**src/rtl/sdram_arbit.sv**
```systemverilog
// rtl/sdram_arbit.sv - SDRAM command bus arbiter for init/refresh/write/read sub-modules.
// Optional macro SDRAM_ARB_RR_EN: write/read round-robin when both request together.
module sdram_arbit #(
  parameter logic [3:0] CMD_NOP = 4'b0111,
  parameter int         ADDR_W  = 13
) (
  input  logic              sys_clk,
  input  logic              sys_rst,
  input  logic              init_end,
  input  logic [3:0]        init_cmd,
  input  logic [1:0]        init_ba,
  input  logic [ADDR_W-1:0] init_addr,
  input  logic              aref_req,
  input  logic              aref_end,
  input  logic [3:0]        aref_cmd,
  input  logic [1:0]        aref_ba,
  input  logic [ADDR_W-1:0] aref_addr,
  input  logic              wr_req,
  input  logic              wr_end,
  input  logic              wr_dq_oe,
  input  logic [3:0]        wr_cmd,
  input  logic [1:0]        wr_ba,
  input  logic [ADDR_W-1:0] wr_addr,
  input  logic [15:0]       wr_data,
  input  logic              rd_req,
  input  logic              rd_end,
  input  logic [3:0]        rd_cmd,
  input  logic [1:0]        rd_ba,
  input  logic [ADDR_W-1:0] rd_addr,
  output logic              aref_en,
  output logic              wr_en,
  output logic              rd_en,
  output logic [3:0]        sdram_cmd,
  output logic [1:0]        sdram_ba,
  output logic [ADDR_W-1:0] sdram_addr,
  output logic              sdram_dq_oe,
  output logic [15:0]       sdram_dq_out
);

  typedef enum logic [2:0] {IDLE, ARBIT, AREF, WRITE, READ} state_t;

  state_t state;
  logic   pick_wr;

`ifdef SDRAM_ARB_RR_EN
  // rr_flag = 1 means the last write/read grant went to write
  logic rr_flag;
  assign pick_wr = wr_req && !(rd_req && rr_flag);
`else
  assign pick_wr = wr_req;
`endif

  always_ff @(posedge sys_clk) begin
    if (sys_rst) begin
      state   <= IDLE;
      aref_en <= 1'b0;
      wr_en   <= 1'b0;
      rd_en   <= 1'b0;
`ifdef SDRAM_ARB_RR_EN
      rr_flag <= 1'b0;
`endif
    end else begin
      case (state)
        IDLE: begin
          if (init_end) state <= ARBIT;
        end
        ARBIT: begin
          if (aref_req) begin
            state   <= AREF;
            aref_en <= 1'b1;
          end else if (pick_wr) begin
            state <= WRITE;
            wr_en <= 1'b1;
`ifdef SDRAM_ARB_RR_EN
            rr_flag <= 1'b1;
`endif
          end else if (rd_req) begin
            state <= READ;
            rd_en <= 1'b1;
`ifdef SDRAM_ARB_RR_EN
            rr_flag <= 1'b0;
`endif
          end
        end
        AREF: begin
          if (aref_end) begin
            state   <= ARBIT;
            aref_en <= 1'b0;
          end
        end
        WRITE: begin
          if (wr_end) begin
            state <= ARBIT;
            wr_en <= 1'b0;
          end
        end
        READ: begin
          if (rd_end) begin
            state <= ARBIT;
            rd_en <= 1'b0;
          end
        end
        default: begin
          state   <= IDLE;
          aref_en <= 1'b0;
          wr_en   <= 1'b0;
          rd_en   <= 1'b0;
        end
      endcase
    end
  end

  // Bus ownership follows the state directly, so the mux is purely combinational.
  always_comb begin
    sdram_cmd    = CMD_NOP;
    sdram_ba     = 2'b00;
    sdram_addr   = '0;
    sdram_dq_oe  = 1'b0;
    sdram_dq_out = 16'h0000;
    case (state)
      IDLE: begin
        sdram_cmd  = init_cmd;
        sdram_ba   = init_ba;
        sdram_addr = init_addr;
      end
      AREF: begin
        sdram_cmd  = aref_cmd;
        sdram_ba   = aref_ba;
        sdram_addr = aref_addr;
      end
      WRITE: begin
        sdram_cmd    = wr_cmd;
        sdram_ba     = wr_ba;
        sdram_addr   = wr_addr;
        sdram_dq_oe  = wr_dq_oe;
        sdram_dq_out = wr_data;
      end
      READ: begin
        sdram_cmd  = rd_cmd;
        sdram_ba   = rd_ba;
        sdram_addr = rd_addr;
      end
      default: ;
    endcase
  end

endmodule
```
**config.mk**
```make
export PLATFORM = sky130hd
export DESIGN_NAME = sdram_arbit
export DESIGN_NICKNAME = d
export VERILOG_FILES = /design/src/rtl/sdram_arbit.sv
export SDC_FILE = /design/constraint.sdc
export NUM_CORES = 1
export LEC_CHECK = 0
export CELL_PAD_IN_SITES_DETAIL_PLACEMENT = 0
export CELL_PAD_IN_SITES_GLOBAL_PLACEMENT = 1
export CORE_AREA = 5 5 97 99
export DETAILED_ROUTE_END_ITERATION = 10
export DIE_AREA = 0 0 102 104
export PLACE_DENSITY = 0.77
export SLEW_MARGIN = 5
export SYNTH_ARGS = -nofsm -noshare
export SYNTH_HDL_FRONTEND = slang
export SYNTH_SLANG_ARGS = --single-unit
```
**constraint.sdc**
```tcl
create_clock -name sys_clk -period 1.6 [get_ports sys_clk]
set_clock_uncertainty 0.2 [all_clocks]
set_input_delay 0.32 -clock sys_clk [delete_from_list [all_inputs] [get_ports sys_clk]]
set_output_delay 0.32 -clock sys_clk [all_outputs]
set_load 0.005 [all_outputs]
```
Word-level counts from Yosys, hierarchy flattened --
Cells that the tools add are included.
Storage, ports and cells: logic and storage cells 54, output and inout bits 39, flip-flop bits (word level) 6, bits of input ports 102
Cells by class: equality and inequality tests 14, reductions and logical operators 8, bitwise operators 3, muxes and demuxes 25
Operators with widths (number):
- one-hot mux 13 bit (4 select lines) | 1
- 2-to-1 mux 3 bit | 7
- inequality test 2 bit, second input constant | 9
- 2-to-1 mux 16 bit | 1
- one-hot mux 4 bit (4 select lines) | 1
- one-hot mux 3 bit (5 select lines) | 1
- 2-to-1 mux 1 bit | 10
- AND reduction 5 bit | 2
- one-hot mux 1 bit (3 select lines) | 3
- OR reduction 3 bit | 3
- one-hot mux 2 bit (4 select lines) | 1
- == test 3 x 2 -> 1 bit, second input constant | 2
- inequality test 4 bit, second input constant | 1
- AND reduction 4 bit | 1
- == test 3 x 1 -> 1 bit, second input constant | 1
- == test 3 bit, second input constant | 1
- logical NOT 3 bit | 1
- inverter 1 bit | 3
- AND reduction 3 bit | 1

Depth between registers and ports, before layout --
Gate-level depths: netlist of run 1.
depth in word-level cells 4, mapped depth 6, mapped depth without buffers 3

Worst setup path before layout of run 1 --
No wires, ideal clock.
kind reg2out, from register state[1], to output port sdram_addr[0], slack -0.019 ns, required time 1.080 ns, path buffers 3, data arrival time 1.099 ns, cell stages (with the launch flop) 7, path through dfxtp_1 buf_6 nand2b_1 buf_2 buf_6 o22ai_1 a22o_1
Between the ends: cells in the longest elaborated chain, start to end 2, elaborated cells between the ends (all ways) 5, classes of those cells 3 x eq/ne; 1 x mux; 1 x reduce/logical
RTL lines:
- start, declared | RTL line 42 | state_t state;
- start signal, assigned | RTL line 55 | state <= IDLE;
- start signal, assigned | RTL line 65 | if (init_end) state <= ARBIT;
- start signal, assigned | RTL line 69 | state <= AREF;
- == test 3 bit, or another cell as far along | RTL line 120 | case (state)
- one-hot mux 13 bit (4 select lines) (*) | RTL line 120
- end, declared | RTL line 35 | output logic [ADDR_W-1:0] sdram_addr,
Every way passes the cells marked *; elsewhere a longest branch is shown, timed or not.

Final worst setup path of run 1 --
from register state[1], to output port sdram_addr[2]
Same word-level chain as after synthesis.

==> results of run 1 <==
-- flip-flops by register name (all words and copies together) (netlist names) --
register / flops
aref_en: 1
rd_en: 1
state: 3
wr_en: 1
-- stage by stage --
stage               power (mW)  utilization, %   TNS, ns
finish                   1.283           37.63    -10.68
global route             1.367           37.63    -13.10
CTS                      1.284           36.46    -12.69
detailed placement      0.9848           32.23    -16.53
global placement        0.9825           32.23    -16.49
floorplan               0.4769               -  -0.01155
-- cells by family (layout without fill, tap and decap cells) --
group / Yosys count / count (layout) / synth area share, %
compound gates: 47 / 47 / 30.70
simple gates: 44 / 45 / 25.44
buf+inv: 34 / 208 / 15.68
mux: 20 / 20 / 17.65
flops: 6 / 6 / 10.53
-- area by class of cell --
type                       instances  area [µm²]  area share (%)
timing repair buffer             188        1862           58.44
multi-input combinational        112       958.4           30.09
tap                              108       135.1           4.242
sequential                         6       125.1           3.928
inverter                          17       63.81           2.003
clock buffer                       3       41.29           1.296
-- worst paths after layout --
kind	endpoint	slack, ns	cells past startpoint	from
worst min-delay path	aref_en	0.31	2	aref_en
worst min register to register	aref_en	0.31	2	aref_en
worst max register to register	state[0]	0.06	5	state[1]
worst max-delay path	sdram_addr[2]	-0.46	7	state[1]
-- cells in the mapped netlist, types with 3 or more instances --
library cell | instances | area, µm²
a21oi_1 | 4 | 20.02
a22o_1 | 16 | 140.1
and2_1 | 17 | 106.4
buf_2 | 5 | 25.02
buf_6 | 4 | 45.04
clkbuf_1 | 6 | 22.52
dfxtp_1 | 6 | 120.1
inv_1 | 16 | 60.06
mux2i_1 | 19 | 190.2
nand3b_1 | 3 | 22.52
nor2b_1 | 3 | 18.77
nor3_1 | 4 | 20.02
o22ai_1 | 17 | 106.4
o31a_1 | 3 | 26.28
-- power groups by stage --
stage | sequential (mW) | combinational, mW | clock [mW]
6_report | 0.174 | 0.876 | 0.233
5_1_grt | 0.175 | 0.944 | 0.248
4_1_cts | 0.174 | 0.870 | 0.241
3_5_place_dp | 0.176 | 0.809 | 0
3_3_place_gp | 0.177 | 0.806 | 0
2_1_floorplan | 0.170 | 0.307 | 0
-- worst max-delay path, cell delays in order, from the launching register on --
cell and delay (ns):
dfxtp_4 0.37, buf_12 0.12, buf_12 0.13, buf_6 0.10
mux2i_2 0.20, o22ai_2 0.09, a22o_1 0.17, buf_2 0.13
-- routing by layer --
layer	wire length, µm	vias up
met5	0	-
met4	70	0
met3	636	5
met2	3506	89
met1	2537	849
li1	-	904
-- placed cells by master, fill, tap and decap left out, types with 3 or more instances in the layout --
cell	n
o22ai_1	15
a21oi_1	4
nor3_1	4
nand3b_1	3
dfxtp_1	4
mux2i_1	16
nand2b_4	3
mux2i_2	3
and2_4	17
nor2b_1	3
clkbuf_8	3
clkdlybuf4s50_1	101
buf_4	17
buf_6	41
o31a_1	3
buf_8	3
buf_2	19
a22o_1	16
inv_1	16
buf_12	3
-- what timing repair did --
| item | in CTS | in global routing |
|---|---|---|
| hold buffers | 0 | 0 |
| setup buffers | 30 | 6 |
| endpoints found under the setup margin | 39 | 41 |
| pin swaps | 36 | 31 |
| gates resized for setup | 191 | 37 |
| hold endpoints to repair | 0 | 0 |
| gates cloned | 3 | 0 |
==> qor.csv, run 1 <==
stage,metric,value,unit
drt,drc,0,
logic_synthesis,yosysSeqAreaShare,10.53,%
power_and_ir_drop,clkPwrFrac,18.2,%
logic_synthesis,synthFlopType,dfxtp_1,
hold_path,hp-class,reg -> reg,
power_and_ir_drop,power_density,402.8,mW/mm²
power_and_ir_drop,seq_power_share,13.5,%
logic_synthesis,synth.ff_latch_count,6,
placed_design,place_inst,398,
logic_synthesis,syn_area,0.001141,mm²
timing,relSlewSlack,81.58,%
placed_design,pre_cts_ws,-0.6183,ns
timing,rsz0062_at_grt,yes,
floorplan,die_area,0.01061,mm²
floorplan,num_io_pins,141,
final_layout,fin_area,0.003186,mm²
final_layout,drive_above_1_share,37.73,%
timing,fin_ws,-0.4624,ns
placed_design,post-dp-hpwl,4874,µm
cts,cts_max_level,1,
power_and_ir_drop,leakage,1.406,nW
logic_synthesis,synth_area_per_cell,7.557,µm²
flow_run,maxCapViolCount,0,
cts,clock_path_buffers,2,
drt,initialDrtViolationCount,17,
global_route,grt_use_total,11.89,%
timing,setup_viol,36,
setup_path,cp-start-kind,flip-flop,
global_route,grt_pass1_wl,10080,µm
status,violations,negative setup slack,
setup_path,end_kind,primary output,
final_layout,n_fill_cell,875,
timing,max_slew.worst_pin.slew,0.2752,ns
cts,clk_latency,0.23,ns
floorplan,start_util,13.48,%
drt,vias,1847,
setup_path,critical_path_class,reg -> out,
drt,antenna_left,0,
timing,final_period_minus_worst_setup_slack,2.062,ns
power_and_ir_drop,pwr-share-comb,68.3,%
logic_synthesis,yosys_warnings,0,
floorplan,die_h,104,µm
global_route,grt_use_met3,3.085,%
cts,path_clk_slew,0.04,ns
logic_synthesis,synthArstFlopShare,0,%
placed_design,place_area,0.002729,mm²
global_route,grt_max_degree,18,
cts,cts_root_buffer,clkbuf_8,
power_and_ir_drop,p_int,0.9002,mW
logic_synthesis,synth_edf_count,0,
timing,fmax,484.9,MHz
drt,firstDrtPassIters,4,
global_route,overflow,0,
status,outcome,"complete, but fails checks",
timing,min_period_over_period,128.9,%
cts,clock_sinks,6,
power_and_ir_drop,switchingPower,0.3829,mW
logic_synthesis,synthCells,151,
global_route,grt.met2_usage,22.33,%
drt,wl_per_cell,15.56,µm
power_and_ir_drop,switching_share,29.84,%
setup_path,critical_path_arrival,1.54,ns
final_layout,final_nets,430,
floorplan,rows,34,
setup_path,critPathRequiredTime,1.08,ns
floorplan,fp.dieW,102,µm
global_route,grt_pass1_vias,2019,
final_layout,areaGrowthSynthToFinish,179.2,%
timing,hold_slack,0.3090,ns
final_layout,stdcell_count,434,
logic_synthesis,ys_types,34,
cts,cts_made_buffers,3,
drt,routed_via_density,4.256,
global_route,antenna_found_initial,0,
setup_path,cp_max_fo,7,
placed_design,gp_congestion,0.6975,
logic_synthesis,synth.net_count,253,
timing,final-hold-violation-count,0,
drt,routed_wl,6751,µm
floorplan,core_area,0.008466,mm²
global_route,grt.busiest_layer,met2,
cts,cts_tree,built,
power_and_ir_drop,vdd_drop_max,0.2428,mV
final_layout,antenna_cells,0,
timing,drv_slew,0,
placed_design,io_buffers,140,
global_route,use_met1,13.26,%
Note: power is estimated with default switching activity, not from simulation.
==> run 2, diff against run 1 <==
--- a/config.mk
+++ b/config.mk
@@ -8,8 +8,10 @@
 export CELL_PAD_IN_SITES_DETAIL_PLACEMENT = 0
 export CELL_PAD_IN_SITES_GLOBAL_PLACEMENT = 1
 export CORE_AREA = 5 5 97 99
+export CTS_CLUSTER_SIZE = 12
 export DETAILED_ROUTE_END_ITERATION = 10
 export DIE_AREA = 0 0 102 104
+export HOLD_SLACK_MARGIN = 0.05
 export PLACE_DENSITY = 0.77
 export SLEW_MARGIN = 5
 export SYNTH_ARGS = -nofsm -noshare
==> results of run 2 <==
Final layout, timing and power as in run 1 (identical DEF).
